<file path="src/rtl/muldiv4_bist.sv">
// Built-in self-test master for the 4-bit multiply/divide core. It sweeps every operand
// pair, computes the golden result with its own bit-serial engine and tallies mismatches.
module muldiv4_bist #(
  parameter int WIDTH       = 4,
  parameter int DUT_LATENCY = 1
) (
  input  logic               clk,
  input  logic               rst_n,
  input  logic               ena,
  input  logic               start,
  input  logic [1:0]         mode,
  output logic [WIDTH-1:0]   dut_a,
  output logic [WIDTH-1:0]   dut_b,
  output logic               dut_op,
  input  logic [2*WIDTH-1:0] dut_res,
  input  logic               dut_dbz,
  output logic               busy,
  output logic               done,
  output logic               pass,
  output logic [7:0]         err_count,
  output logic               fail_valid,
  output logic [WIDTH-1:0]   fail_a,
  output logic [WIDTH-1:0]   fail_b,
  output logic               fail_op
);

  localparam int VW        = 2 * WIDTH;
  localparam int APPLY_LEN = (DUT_LATENCY > WIDTH) ? DUT_LATENCY : WIDTH;
  localparam int SW        = $clog2(APPLY_LEN + 1);
  localparam int IW        = $clog2(WIDTH);

  typedef enum logic [2:0] {IDLE, APPLY, CHECK, NEXT, DONE} state_t;

  state_t           state;
  logic [SW-1:0]    step;
  logic             both_ops;
  logic [VW-1:0]    prod_g;
  logic [WIDTH-1:0] rem_g;
  logic [WIDTH-1:0] quo_g;

  logic [IW-1:0]    b_idx;
  logic [IW-1:0]    a_idx;
  logic [VW-1:0]    prod_next;
  logic [WIDTH:0]   div_trial;
  logic             div_ge;
  logic [WIDTH:0]   div_next;
  logic [WIDTH-1:0] quo_next;
  logic [VW-1:0]    vec;
  logic [VW-1:0]    golden;
  logic             mismatch;

  // One shift-add and one restoring-divide step per APPLY cycle; partials restart at step 0.
  always_comb begin
    b_idx     = step[IW-1:0];
    a_idx     = IW'(WIDTH - 1) - step[IW-1:0];
    prod_next = (step == '0) ? '0 : prod_g;
    if (dut_b[b_idx])
      prod_next = prod_next + ({{WIDTH{1'b0}}, dut_a} << step);
    div_trial = (step == '0) ? {{WIDTH{1'b0}}, dut_a[a_idx]} : {rem_g, dut_a[a_idx]};
    div_ge    = div_trial >= {1'b0, dut_b};
    div_next  = div_ge ? (div_trial - {1'b0, dut_b}) : div_trial;
    quo_next  = (step == '0) ? {{(WIDTH-1){1'b0}}, div_ge} : {quo_g[WIDTH-2:0], div_ge};
    vec       = {dut_a, dut_b};
    golden    = dut_op ? prod_g : {rem_g, quo_g};
    mismatch  = (dut_res != golden) || (!dut_op && (dut_dbz != (dut_b == '0)));
  end

  // A zero divisor never fails the trial subtract, so it yields quotient all-ones and remainder a.
  always_ff @(posedge clk or negedge rst_n) begin
    if (!rst_n) begin
      state      <= IDLE;
      step       <= '0;
      both_ops   <= 1'b0;
      prod_g     <= '0;
      rem_g      <= '0;
      quo_g      <= '0;
      dut_a      <= '0;
      dut_b      <= '0;
      dut_op     <= 1'b0;
      busy       <= 1'b0;
      done       <= 1'b0;
      pass       <= 1'b0;
      err_count  <= '0;
      fail_valid <= 1'b0;
      fail_a     <= '0;
      fail_b     <= '0;
      fail_op    <= 1'b0;
    end else if (ena) begin
      case (state)
        IDLE, DONE: begin
          if (start) begin
            state      <= APPLY;
            step       <= '0;
            both_ops   <= mode[1];
            dut_a      <= '0;
            dut_b      <= '0;
            dut_op     <= (mode != 2'b01);
            busy       <= 1'b1;
            done       <= 1'b0;
            pass       <= 1'b0;
            err_count  <= '0;
            fail_valid <= 1'b0;
            fail_a     <= '0;
            fail_b     <= '0;
            fail_op    <= 1'b0;
          end
        end
        APPLY: begin
          if (step < SW'(WIDTH)) begin
            prod_g <= prod_next;
            rem_g  <= div_next[WIDTH-1:0];
            quo_g  <= quo_next;
          end
          step <= step + SW'(1);
          if (step == SW'(APPLY_LEN - 1))
            state <= CHECK;
        end
        CHECK: begin
          if (mismatch) begin
            if (err_count != 8'hFF)
              err_count <= err_count + 8'd1;
            if (!fail_valid) begin
              fail_valid <= 1'b1;
              fail_a     <= dut_a;
              fail_b     <= dut_b;
              fail_op    <= dut_op;
            end
          end
          state <= NEXT;
        end
        NEXT: begin
          {dut_a, dut_b} <= vec + VW'(1);
          step           <= '0;
          if (vec == {VW{1'b1}}) begin
            if (dut_op && both_ops) begin
              dut_op <= 1'b0;
              state  <= APPLY;
            end else begin
              state <= DONE;
              busy  <= 1'b0;
              done  <= 1'b1;
              pass  <= (err_count == 8'd0);
            end
          end else begin
            state <= APPLY;
          end
        end
        default: state <= IDLE;
      endcase
    end
  end

endmodule

</file>
<file path="config.mk">
export PLATFORM = sky130hd
export DESIGN_NAME = muldiv4_bist
export DESIGN_NICKNAME = d
export VERILOG_FILES = /design/src/rtl/muldiv4_bist.sv
export SDC_FILE = /design/constraint.sdc
export NUM_CORES = 1
export LEC_CHECK = 0
export CORE_ASPECT_RATIO = 1.4
export CORE_UTILIZATION = 55
export CTS_CLUSTER_SIZE = 12
export DETAILED_ROUTE_END_ITERATION = 10
export PLACE_DENSITY = 0.82
export REMOVE_ABC_BUFFERS = 1
export SYNTH_ARGS = -nofsm -noshare
export SYNTH_HDL_FRONTEND = slang
export SYNTH_SLANG_ARGS = --single-unit
export TNS_END_PERCENT = 100
</file>
<file path="constraint.sdc">
create_clock -name clk -period 5.48 [get_ports clk]
set_clock_uncertainty 0.1 [all_clocks]
set_input_delay 0.548 -clock clk [delete_from_list [all_inputs] [get_ports clk]]
set_output_delay 0.548 -clock clk [all_outputs]
set_load 0.01 [all_outputs]
</file>
---- After elaboration in Yosys (flattened, before gate mapping) ----
Index checks and enable logic that the tools add are counted.
word-level totals
  flip-flop bits (word level) ............. 53
  input bits .............................. 15
  output and inout port bits .............. 30
cells by class
  $add $sub $neg .......................... 6
  $lt $le $gt $ge ......................... 4
  equal/unequal tests ..................... 18
  shifts and indexed selects .............. 1
  mux-type cells .......................... 50
  reduce and logical (&&, ||, !) cells .... 22
operators by type and width
  cell                 count
  $mux 8               6
  $pmux 4 s2           4
  $mux 4               7
  $reduce_and 5->1     4
  $add 8x1->8 const B  2
  $mux 1               16
  $ne 2x2->1 const B   8
  $pmux 8 s2           1
  $mux 3               5
  $reduce_and 3->1     5
  $pmux 1 s2           6
  $pmux 3 s4           1
  $eq 3x2->1 const B   3
  $pmux 3 s3           1
  $add 8x8->8          1
  $eq 8x8->1 const B   1
  $logic_not 8->1      1
  $ne 8x8->1           1
  $ne 8x8->1 const B   1
  $shl 4x3->8          1
  $logic_not 3->1      2
  $lt 2x3->1 const B   2
  $ge 5x4->1           1
  $mux 5               1
  other kinds (17)     20

---- Longest topological paths before layout ----
Gate-level depths: netlist of run 1.
  word-level depth ........................ 6
  gate-level depth with buffers ........... 15
  mapped depth without buffers ............ 13

---- Least setup slack after synthesis of run 1 ----
OpenSTA, ideal clock, no wires.
  path type ............................... register -> register
  from .................................... register step[1]
  to ...................................... register prod_g[7]
  setup time .............................. 126 ps
  data arrival time ....................... 2,641 ps
  required time ........................... 5,254 ps
  slack ................................... 2,613 ps
  cell stages (with the launch flop) ...... 15
  path buffers ............................ 2
  period minus slack after synthesis ...... 2,867 ps
  cell sequence ........................... dfrtp_1 > buf_2 > inv_1 > ha_1 > nand2b_1 > clkbuf_1 > nand2_1 > inv_1 > ha_1 > a211oi_1 > o21ai_0 > a21oi_1 > o31ai_2 > mux2i_1 > a311o_1
on the way
  word-level cells in the longest chain between the ends .. 4
  elaborated cells on any way between the ends .. 9
  those cells by class .................... add/sub (1); order compare (1); shift (1); mux (4); reduce/logical (2)
RTL lines
  what                                                                 RTL line  RTL
  from (decl)                                                          35        logic [SW-1:0] step;
  from (signal assigned)                                               114       step <= step + SW'(1);
  parallel branches: the longest is 4 deep, another holds $add 8x8->8  --
  to (signal assigned)                                                 110       prod_g <= prod_next;
  to (decl)                                                            37        logic [VW-1:0] prod_g;
Parallel ways; which one is timed is not known. The select of a mux whose other input is x is not followed.
A chain may end at the register's enable or synchronous reset.

---- Final worst setup path of run 1 ----
Ends and elaborated chain as after synthesis.

==> results by group, run 1 <==
Floorplanning
  – Width of the chip: 69.37 um
  – CORE AREA: 6168 um^2
  – Die height: 96.32 um
  – IO Pins: 45
  – Num rows: 34
  – DIE AREA: 6681 um^2
  – Initial Util: 0.5665

Power and ir drop
  – Combinational share of power: 0.459
  – Switching share of power: 0.4314
  – Clock Power Share: 0.145
  – Pwr per Cell Area: 391.4 nW/um^2
  – Worst VDD drop: 207.1 uV
  – P_int: 0.9043 mW
  – Seq pwr share: 0.396
  – Static Leak: 1.798 nW
  – Psw: 0.6860 mW

Logic synthesis
  – Largest family of logic cells by synthesized area: simple AND/OR/NAND/NOR gates
  – Yosys warns: 0
  – Synth Area in Simple Gates: 0.2026
  – EDFF count, synth: 0
  – Unique masters post-synth: 56
  – Top-area cell type share of the netlist area: 0.3795
  – Main synth FF type: dfrtp_1
  – Post-synthesis compound-gate area fraction: 0.1772
  – Avg Cell Area, Syn: 9.344 um^2
  – Synth Cell Area: 3495 um^2
  – Leading area contributor after synthesis: dfrtp_1
  – Yosys reg bits: 53
  – Mux contribution to synthesized area: 0.06516
  – Synth async-reset ratio: 1.000
  – Xor/xnor share of the synthesized area: 0.05263
  – Main area contributors after synthesis: dfrtp_1, ha_1, nand2_1
  – Adder-cell area share of the yosys netlist: 0.07590
  – Post-synthesis sequential area ratio: 0.3795
  – Cells after Synth: 374

Timing
  – Slew @ Worst Pin: 0.7474 ns
  – Period utilization: 0.5889
  – RSZ-0062 raised after global routing: false
  – Hold_ws: 0.2348 ns
  – Highest clock rate: 309.9 MHz
  – Setup TNS: 0 ns
  – Minimum clock period: 3.227 ns
  – Final Slew Violations: 0
  – Final WS setup: 2.253 ns
  – Slew HR: 0.4965
  – Final Hold Viols: 0
  – # setup viols final: 0

Clock tree
  – Clk Latency, worst-skew pair: 0.32 ns
  – Setup Buffers After CTS: 0
  – CTS tree: done
  – Clock buffer depth: 2
  – Post-cts resize count: 0
  – CTS root buffer: clkbuf_8
  – CTS Hold Bufs: 0
  – CTS clk-pin slew, worst paths: 0.11 ns
  – CTS Buf Count: 5
  – Sink Count: 53
  – H-tree levels: 2

Drt
  – Remaining DRCs: 1
  – Final WL: 8511 um
  – Vias: 2,941
  – Routed len/inst: 17.51 um
  – DRT Pass-1 Iters: 7
  – DR vias/cell: 6.051
  – Detail Route Antenna Nets: 0
  – Initial DRC Count: 144

Critical path
  – CP Capture Type: register
  – Worst EP arrival: 3.34 ns
  – Worst-path cell chain: inv_1 -> ha_1 -> nand2b_1 -> nand2_1 -> inv_1 -> ha_1 -> a211oi_1 -> o21ai_0 -> a21oi_1 -> o31ai_2 -> mux2i_1 -> a311o_1
  – Critical path's largest stage delay: 0.50 ns
  – Critical-path top delay cell: dfrtp_1
  – Reg2Reg Launch Point: step[1]$_DFFE_PN0P_
  – WS Path Type: register to register
  – Flop2flop setup slack: 2.25 ns
  – Startpoint types: register
  – Critical path fanouts, max: 13
  – Critical Path Start: step[1]$_DFFE_PN0P_
  – CP required: 5.60 ns

Final layout
  – Final Instance Area: 4063 um^2
  – Commonest cells after routing, fill and taps aside: dfrtp_1, nand2_1, clkdlybuf4s50_1
  – Commonest non-fill, non-tap cell in the layout: dfrtp_1
  – Fillcell total: 499
  – Net count of the finished layout: 448
  – Cell Count, Final, Fillers Out: 486
  – P&R area growth vs syn: 16.26%
  – Share of layout cells above drive strength 1: 0.06763
  – # diodes: 0

Status
  – Failing checks: design-rule violations
  – Outcome: finished, violations left

Placed design
  – HPWL after DPL: 6272 um
  – Count of input and output buffers: 44
  – Post-DP Area: 3971 um^2
  – Post-Place Cells: 478
  – Worst slack, placed: 2.265 ns
  – RD Place Congestion: 0.8844

GRT
  – Total global-route track usage: 0.2712
  – Largest net degree at the start of global routing: 54
  – Initial antenna violation count: 0
  – Vias in the first global route: 3,014
  – Gr ovfl total: 0
  – First-pass GRT wire length: 14,190 um

Worst hold path
  – Worst Hold Class: primary input to asynchronous set/reset pin

Flow run
  – Max-cap violations: 0
## worst max-delay path, delay by kind of cell, from the launching register on
kind	cells	cell delay (ns)
and+or+nand+nor	2	0.49
AOI/OAI and AO/OA	5	1.09
muxes	1	0.14
buffers and inverters	2	0.23
DFF	1	0.50
adders and majority gates	2	0.59
## synth_stat cells, types with 8 or more instances
library cell  number
a21oi_1           13
and2_1             8
xnor2_1           15
a21o_1             8
nand2_1           49
nor2_1            18
dfrtp_1           53
o21ai_0           28
mux2i_1           13
a22o_1            13
nand3_1           11
ha_1              18
nor3_1             8
inv_1             23
## logic make-up (layout without fill, tap and decap cells)
kind of cell	count (synthesis)	count (layout)
simple gates	136	136
compound gates	87	87
flops	53	53
buf+inv	38	78
xor+xnor	21	21
fa+ha+maj	20	20
mux	19	19
## routing by layer
metal | wire (um) | GRT usage
met4 | 193 | 0.1105
met1 | 3509 | 0.3038
met2 | 4476 | 0.5138
met5 | 0 | 0
met3 | 332 | 0.04084
## sequential cells by signal (all words and copies together), names as in the netlist, 3 cells and up
| register | flops |
|---|---|
| dut_b | 4 |
| step | 3 |
| fail_b | 4 |
| fail_a | 4 |
| dut_a | 4 |
| quo_g | 4 |
| err_count | 8 |
| prod_g | 8 |
| rem_g | 4 |
| state | 3 |
## through the flow
stage / power, mW / util
2_1_floorplan: 1.103 / -
3_3_place_gp: 1.335 / 0.6438
3_5_place_dp: 1.364 / 0.6438
4_1_cts: 1.598 / 0.6586
5_1_grt: 1.708 / 0.6586
6_report: 1.590 / 0.6586
## path summary, 6_finish.rpt
| check | to | cells after the start |
|---|---|---|
| setup reg to reg | prod_g[7]$_DFFE_PN0P_ | 12 |
| setup / recovery | prod_g[7]$_DFFE_PN0P_ | 12 |
| hold / removal | prod_g[5]$_DFFE_PN0P_ | 2 |
| max in group asynchronous | prod_g[2]$_DFFE_PN0P_ | 2 |
| hold reg to reg | pass$_DFFE_PN0P_ | 2 |
| min in group clk | pass$_DFFE_PN0P_ | 2 |
## final cells by class
| cell class | instances | area (um^2) | share of cell area |
|---|---|---|---|
| Multi-Input combinational cell | 283 | 2011 | 0.4949 |
| Sequential cell | 53 | 1326 | 0.3265 |
| Timing Repair Buffer | 47 | 457.9 | 0.1127 |
| Tap cell | 72 | 90.09 | 0.02217 |
| Inverter | 23 | 86.33 | 0.02125 |
| Clock buffer | 5 | 68.82 | 0.01694 |
| Clock inverter | 3 | 22.52 | 0.005544 |
## power groups by stage
stage	clock network (mW)	logic, mW	registers [mW]
2_1_floorplan	0	0.498	0.604
3_3_place_gp	0	0.704	0.631
3_5_place_dp	0	0.728	0.636
4_1_cts	0.237	0.733	0.628
5_1_grt	0.248	0.811	0.648
6_report	0.231	0.729	0.629
No activity file was read; power rests on OpenSTA's default activity.
==> run 2: changes to the inputs <==
clock period = 2.97 ns   (was 5.48 ns; I/O delays follow)
==> run 2 against run 1 <==
The flow still finishes with violations (design-rule violations). Sequential share of layout area shrank 1.5 points. Final area grew 5.0%. Flip-flop and latch count is the same. Via count grew 4.3%. Register-to-register slack lost 2.1 ns. Critical path type unchanged. Power grew 100%. Worst hold slack gained 0.15 ns. Clock power grew 150%. Critical endpoint unchanged. Highest routed layer unchanged.
==> results by group, run 2 (synthesized netlist as in run 1, its figures left out) <==
Placed design
  – Post-Place Cells: 495 (was 478)
  – RD Place Congestion: 0.9590 (was 0.8844)
  – Count of input and output buffers: 44 (unchanged)
  – HPWL after DPL: 6514 um (was 6272 um)

Critical path
  – Startpoint types: register (unchanged)
  – Critical path fanouts, max: 6 (was 13)
  – Reg2Reg Launch Point: step[0]$_DFFE_PN0P_ (was step[1]$_DFFE_PN0P_)
  – Worst r2r path cells: 10 (was 12)
  – WS Path Type: register to register (unchanged)
  – Critical Path Start: step[0]$_DFFE_PN0P_ (was step[1]$_DFFE_PN0P_)
  – Worst EP arrival: 2.92 ns (was 3.34 ns)
  – CP Capture Type: register (unchanged)
  – Flop2flop setup slack: 0.16 ns (was 2.25 ns)
  – Crit path to: prod_g[7]$_DFFE_PN0P_ (unchanged)
  – FF-to-FF End: prod_g[7]$_DFFE_PN0P_ (unchanged)
  – CP required: 3.08 ns (was 5.60 ns)

Worst hold path
  – Worst Hold Class: primary input to asynchronous set/reset pin (unchanged)

Final layout
  – Commonest cells after routing, fill and taps aside: dfrtp_1, nand2_1, clkdlybuf4s50_1 (unchanged)
  – Commonest non-fill, non-tap cell in the layout: dfrtp_1 (unchanged)
  – Share of layout cells above drive strength 1: 0.1175 (was 0.06763)
  – Net count of the finished layout: 468 (was 448)
  – Cell Count, Final, Fillers Out: 506 (was 486)
  – P&R area growth vs syn: 22.06% (was 16.26%)
  – Fillcell total: 509 (was 499)
  – # diodes: 0 (unchanged)
  – Core Util, Final: 0.6915 (was 0.6586)
  – Top flop regs: err_count (8), prod_g (8) (unchanged)

Floorplanning
  – Initial Util: 0.5665 (unchanged)
  – Width of the chip: 69.37 um (unchanged)
  – IO Pins: 45 (unchanged)
  – CORE AREA: 6168 um^2 (unchanged)
  – Num rows: 34 (unchanged)
  – DIE AREA: 6681 um^2 (unchanged)
  – Die height: 96.32 um (unchanged)

Clock tree
  – Sink Count: 53 (unchanged)
  – H-tree levels: 2 (unchanged)
  – Clock buffer depth: 2 (unchanged)
  – CTS clk-pin slew, worst paths: 0.10 ns (was 0.11 ns)
  – CTS Buf Count: 5 (unchanged)
  – CTS root buffer: clkbuf_8 (unchanged)
  – Clk Latency, worst-skew pair: 0.31 ns (was 0.32 ns)
  – CTS tree: done (unchanged)

Drt
  – Initial DRC Count: 118 (was 144)
  – Final WL: 8527 um (was 8511 um)
  – DR vias/cell: 6.063 (was 6.051)
  – Routed len/inst: 16.85 um (was 17.51 um)
  – Detail Route Antenna Nets: 0 (unchanged)
  – Vias: 3,068 (was 2,941)
  – DRT Pass-1 Iters: 7 (unchanged)
  – Remaining DRCs: 1 (unchanged)

Power and ir drop
  – Pwr per Cell Area: 759.2 nW/um^2 (was 391.4 nW/um^2)
  – Worst VDD drop: 312.3 uV (was 207.1 uV)
  – Static Leak: 1.927 nW (was 1.798 nW)

Timing
  – Period utilization: 0.9477 (was 0.5889)
  – Slew @ Worst Pin: 0.7652 ns (was 0.7474 ns)
  – Slew HR: 0.4868 (was 0.4965)
  – RSZ-0062 raised after global routing: false (unchanged)
  – Highest clock rate: 355.3 MHz (was 309.9 MHz)
  – # setup viols final: 0 (unchanged)
  – Final Slew Violations: 0 (unchanged)
  – Minimum clock period: 2.815 ns (was 3.227 ns)
  – Final Hold Viols: 0 (unchanged)

GRT
  – Gr ovfl total: 0 (unchanged)
  – Largest net degree at the start of global routing: 31 (was 54)
  – Initial antenna violation count: 0 (unchanged)
  – Total global-route track usage: 0.2764 (was 0.2712)
  – First-pass GRT wire length: 14,510 um (was 14,190 um)
  – Vias in the first global route: 3,049 (was 3,014)

Flow run
  – Max-cap violations: 0 (unchanged)

Status
  – Failing checks: design-rule violations (unchanged)
  – Outcome: finished, violations left (unchanged)
## run 2: cell count changes in the layout (fill, tap and decap cells not counted), moves of 2 or more
cell | previous run | this run
bufinv_16 | 0 | 2
buf_4 | 3 | 21
dfrtp_2 | 0 | 2
dfrtp_1 | 53 | 51
clkinvlp_4 | 3 | 0
## run 2: critical path, cell delays in order, from the launching register on
cell and delay [ns]:
dfrtp_2 0.43, mux4_1 0.59, inv_1 0.11, nor2_1 0.05, ha_1 0.31, o21ai_0 0.10, o21ai_0 0.16, a21oi_1 0.13
o31ai_2 0.28, mux2i_1 0.13, a311o_1 0.32
## run 2: cell type report
| class | instances | area, um^2 | area share |
|---|---|---|---|
| repair buffers | 67 | 608.1 | 0.1426 |
| clock buffers | 5 | 68.82 | 0.01613 |
| inverters | 23 | 86.33 | 0.02024 |
| flip-flops and latches | 53 | 1329 | 0.3115 |
| well taps | 72 | 90.09 | 0.02112 |
| clock inverters | 3 | 65.06 | 0.01525 |
| multi-input cells | 283 | 2018 | 0.4732 |
## run 2: layer usage
metal | wire length [um] | track usage | up-vias
met4 | 424 | 0.1565 | 0
met5 | 0 | 0 | -
li1 | - | - | 1451
met2 | 4333 | 0.5032 | 107
met1 | 3345 | 0.3041 | 1477
met3 | 422 | 0.05026 | 33
## run 2: worst min path at each step
stage / start / endpoint / slack [ns]
finish: rst_n / rem_g[0]$_DFFE_PN0P_ / 0.38
global route: done$_DFFE_PN0P_ / done$_DFFE_PN0P_ / 0.41
CTS: busy$_DFFE_PN0P_ / busy$_DFFE_PN0P_ / 0.39
detailed placement: rst_n / rem_g[0]$_DFFE_PN0P_ / 0.21
global placement: rst_n / prod_g[5]$_DFFE_PN0P_ / 0.21
floorplan: rst_n / both_ops$_DFFE_PN0P_ / -0.1
## run 2: where the power goes
| part | internal, mW | total (mW) | switching (mW) | leakage [nW] |
|---|---|---|---|---|
| clock | 0.335 | 0.577 | 0.242 | 0.0681 |
| combinational | 0.731 | 1.57 | 0.841 | 1.15 |
| sequential | 0.879 | 1.09 | 0.210 | 0.708 |
## run 2: repair_timing
action                                  4_1_cts  5_1_grt
endpoints found under the setup margin        1        4
pin swaps                                     0        2
buffers inserted                              0        2
hold buffers                                  1        0
gates resized for setup                       1        3
gates cloned                                  0        0
hold endpoints to repair                     23        0
## run 2: stage by stage
step                area (um^2)  power [mW]  setup TNS [ns]  hold slack [ns]  worst slack [ns]
floorplan                  3417       2.035         -0.3090         -0.09859           -0.2117
global placement           4099       2.571               0           0.2060            0.1145
detailed placement         4099       2.625               0           0.2090           0.01569
CTS                        4244       3.207               0           0.3941           0.07265
global route               4265       3.464               0           0.4072           0.01735
finish                     4265       3.238               0           0.3835            0.1554
==> run 3: changes to the inputs <==
CAP_MARGIN = 20   (was not set)
CTS_CLUSTER_SIZE = 8   (was 12)
GPL_ROUTABILITY_DRIVEN = 0   (was not set)
==> run 3 against run 2 <==
The flow still finishes with violations (design-rule violations). Core utilization up 0.37 points. First-iteration DRC count rose by 36%. Final area grew 0.53%. Non-clock buffer count increased by 2. Power grew 1.2%. Worst hold slack improved by 0.0033 ns. Critical endpoint is now rem_g[1]$_DFFE_PN0P_. Largest power group unchanged. Highest routed layer unchanged.
==> results by group, run 3 (synthesized netlist as in run 1, its figures left out) <==
Drt
  – DR vias/cell: 5.994 (was 6.063)
  – Routed len/inst: 16.93 um (was 16.85 um)
  – Initial DRC Count: 161 (was 118)
  – Remaining DRCs: 1 (unchanged)
  – Detail Route Antenna Nets: 0 (unchanged)
  – DRT Pass-1 Iters: 7 (unchanged)
  – Vias: 3,045 (was 3,068)
  – Final WL: 8601 um (was 8527 um)

Timing
  – Slew HR: 0.4734 (was 0.4868)
  – # setup viols final: 0 (unchanged)
  – Minimum clock period: 2.805 ns (was 2.815 ns)
  – Slew @ Worst Pin: 0.7851 ns (was 0.7652 ns)
  – Final Slew Violations: 0 (unchanged)
  – Final Hold Viols: 0 (unchanged)
  – Highest clock rate: 356.6 MHz (was 355.3 MHz)
  – Period utilization: 0.9443 (was 0.9477)

Critical path
  – WS Path Type: register to register (unchanged)
  – CP Capture Type: register (unchanged)
  – Critical path's largest stage delay: 0.45 ns (was 0.59 ns)
  – CP Buf/Inv Count: 3 (was 1)
  – Critical path fanouts, max: 9 (was 6)
  – Startpoint types: register (unchanged)
  – Worst-path cell chain: inv_2 -> ha_1 -> nand2b_1 -> buf_4 -> nand2_1 -> inv_1 -> ha_1 -> nor2b_1 -> o21ai_0 -> nand2b_1 -> a21o_4 -> mux2_2 -> o21ai_0 (was mux4_1 -> inv_1 -> nor2_1 -> ha_1 -> o21ai_0 -> o21ai_0 -> a21oi_1 -> o31ai_2 -> mux2i_1 -> a311o_1)
  – Worst EP arrival: 2.94 ns (was 2.92 ns)
  – Flop2flop setup slack: 0.17 ns (was 0.16 ns)
  – CP top delay family: compound AO/OA/AOI/OAI gates (unchanged)
  – CP required: 3.10 ns (was 3.08 ns)
  – Critical-path top delay cell: dfrtp_2 (was mux4_1)

GRT
  – First-pass GRT wire length: 14,060 um (was 14,510 um)
  – Met2 Use GR: 0.5016 (was 0.5032)
  – Largest net degree at the start of global routing: 31 (unchanged)
  – Vias in the first global route: 2,979 (was 3,049)
  – Initial antenna violation count: 0 (unchanged)
  – Gr ovfl total: 0 (unchanged)
  – Total global-route track usage: 0.2695 (was 0.2764)
  – M1 GR Usage: 0.3114 (was 0.3041)
  – Layer with the highest usage: met2 (unchanged)
  – GR Util met3: 0.02827 (was 0.05026)

Clock tree
  – CTS root buffer: clkbuf_8 (unchanged)
  – CTS tree: done (unchanged)
  – Sink Count: 53 (unchanged)
  – CTS Buf Count: 5 (unchanged)
  – H-tree levels: 2 (unchanged)
  – Clock buffer depth: 2 (unchanged)
  – CTS clk-pin slew, worst paths: 0.10 ns (about the same)
  – Clk Latency, worst-skew pair: 0.31 ns (about the same)

Floorplanning
  – CORE AREA: 6168 um^2 (unchanged)
  – IO Pins: 45 (unchanged)
  – Num rows: 34 (unchanged)
  – Initial Util: 0.5665 (unchanged)
  – Width of the chip: 69.37 um (unchanged)
  – Die height: 96.32 um (unchanged)
  – DIE AREA: 6681 um^2 (unchanged)

Final layout
  – # diodes: 0 (unchanged)
  – Core Util, Final: 0.6951 (was 0.6915)
  – Commonest non-fill, non-tap cell in the layout: dfrtp_1 (unchanged)
  – Share of layout cells above drive strength 1: 0.1193 (was 0.1175)
  – Fillcell total: 471 (was 509)
  – Top flop regs: err_count (8), prod_g (8) (unchanged)
  – P&R area growth vs syn: 22.70% (was 22.06%)
  – Commonest cells after routing, fill and taps aside: dfrtp_1, nand2_1, clkdlybuf4s50_1 (unchanged)
  – Net count of the finished layout: 470 (was 468)

Flow run
  – Max-cap violations: 0 (unchanged)

Power and ir drop
  – Pwr per Cell Area: 764.5 nW/um^2 (was 759.2 nW/um^2)
  – Worst VDD drop: 364.3 uV (was 312.3 uV)
  – Static Leak: 1.948 nW (was 1.927 nW)
  – PnR Total Power: 3.278 mW (was 3.238 mW)

Status
  – Failing checks: design-rule violations (unchanged)
  – Outcome: finished, violations left (unchanged)

Worst hold path
  – Worst Hold Class: primary input to asynchronous set/reset pin (unchanged)

Placed design
  – Count of input and output buffers: 44 (unchanged)
  – HPWL after DPL: 6482 um (was 6514 um)
-- run 3: layout make-up --
class / count / area [um^2] / area share
Inverter: 23 / 86.33 / 0.02013
Clock buffer: 5 / 68.82 / 0.01605
Multi-Input combinational cell: 283 / 2018 / 0.4707
Timing Repair Buffer: 69 / 630.6 / 0.1471
Clock inverter: 3 / 65.06 / 0.01517
Sequential cell: 53 / 1329 / 0.3099
Tap cell: 72 / 90.09 / 0.02101
-- run 3: per-layer routing --
metal	wire length, um	vias to the layer above
met5	0	-
met4	283	0
met3	408	19
met2	4513	96
met1	3395	1467
li1	-	1463
-- run 3: worst paths after layout --
| kind | cells after the start | from | to |
|---|---|---|---|
| setup / recovery | 13 | step[1]$_DFFE_PN0P_ | rem_g[1]$_DFFE_PN0P_ |
| max in group asynchronous | 3 | rst_n | step[0]$_DFFE_PN0P_ |
| hold reg to reg | 2 | busy$_DFFE_PN0P_ | busy$_DFFE_PN0P_ |
| hold / removal | 2 | rst_n | prod_g[5]$_DFFE_PN0P_ |
| setup reg to reg | 13 | step[1]$_DFFE_PN0P_ | rem_g[1]$_DFFE_PN0P_ |
| min in group clk | 2 | busy$_DFFE_PN0P_ | busy$_DFFE_PN0P_ |
-- run 3: timing repair --
item                                    CTS  global route
endpoints found under the setup margin    1             4
buffers inserted                          0             4
gates cloned                              0             0
resized for setup                         1             3
endpoints found under the hold margin    23             0
hold buffers                              1             0
pin swaps                                 0             1
-- run 3: report_power, final --
part | total (mW) | leakage, nW | switching, mW | internal [mW]
Combinational | 1.61 | 1.17 | 0.860 | 0.751
Clock | 0.579 | 0.0681 | 0.244 | 0.335
Sequential | 1.09 | 0.708 | 0.209 | 0.879
Total | 3.28 | 1.95 | 1.31 | 1.97
-- run 3: metrics by stage --
stage          instances  setup WS [ns]  TNS (ns)  area [um^2]  hold slack (ns)
2_1_floorplan        359        -0.2117   -0.3090         3417         -0.09859
6_report             508         0.1654         0         4288           0.3867
3_3_place_gp         495         0.1041         0         4099           0.2030
4_1_cts              504        0.08336         0         4244           0.4059
5_1_grt              508       -0.02531  -0.03325         4288           0.4216
3_5_place_dp         495        0.01027         0         4099           0.2161
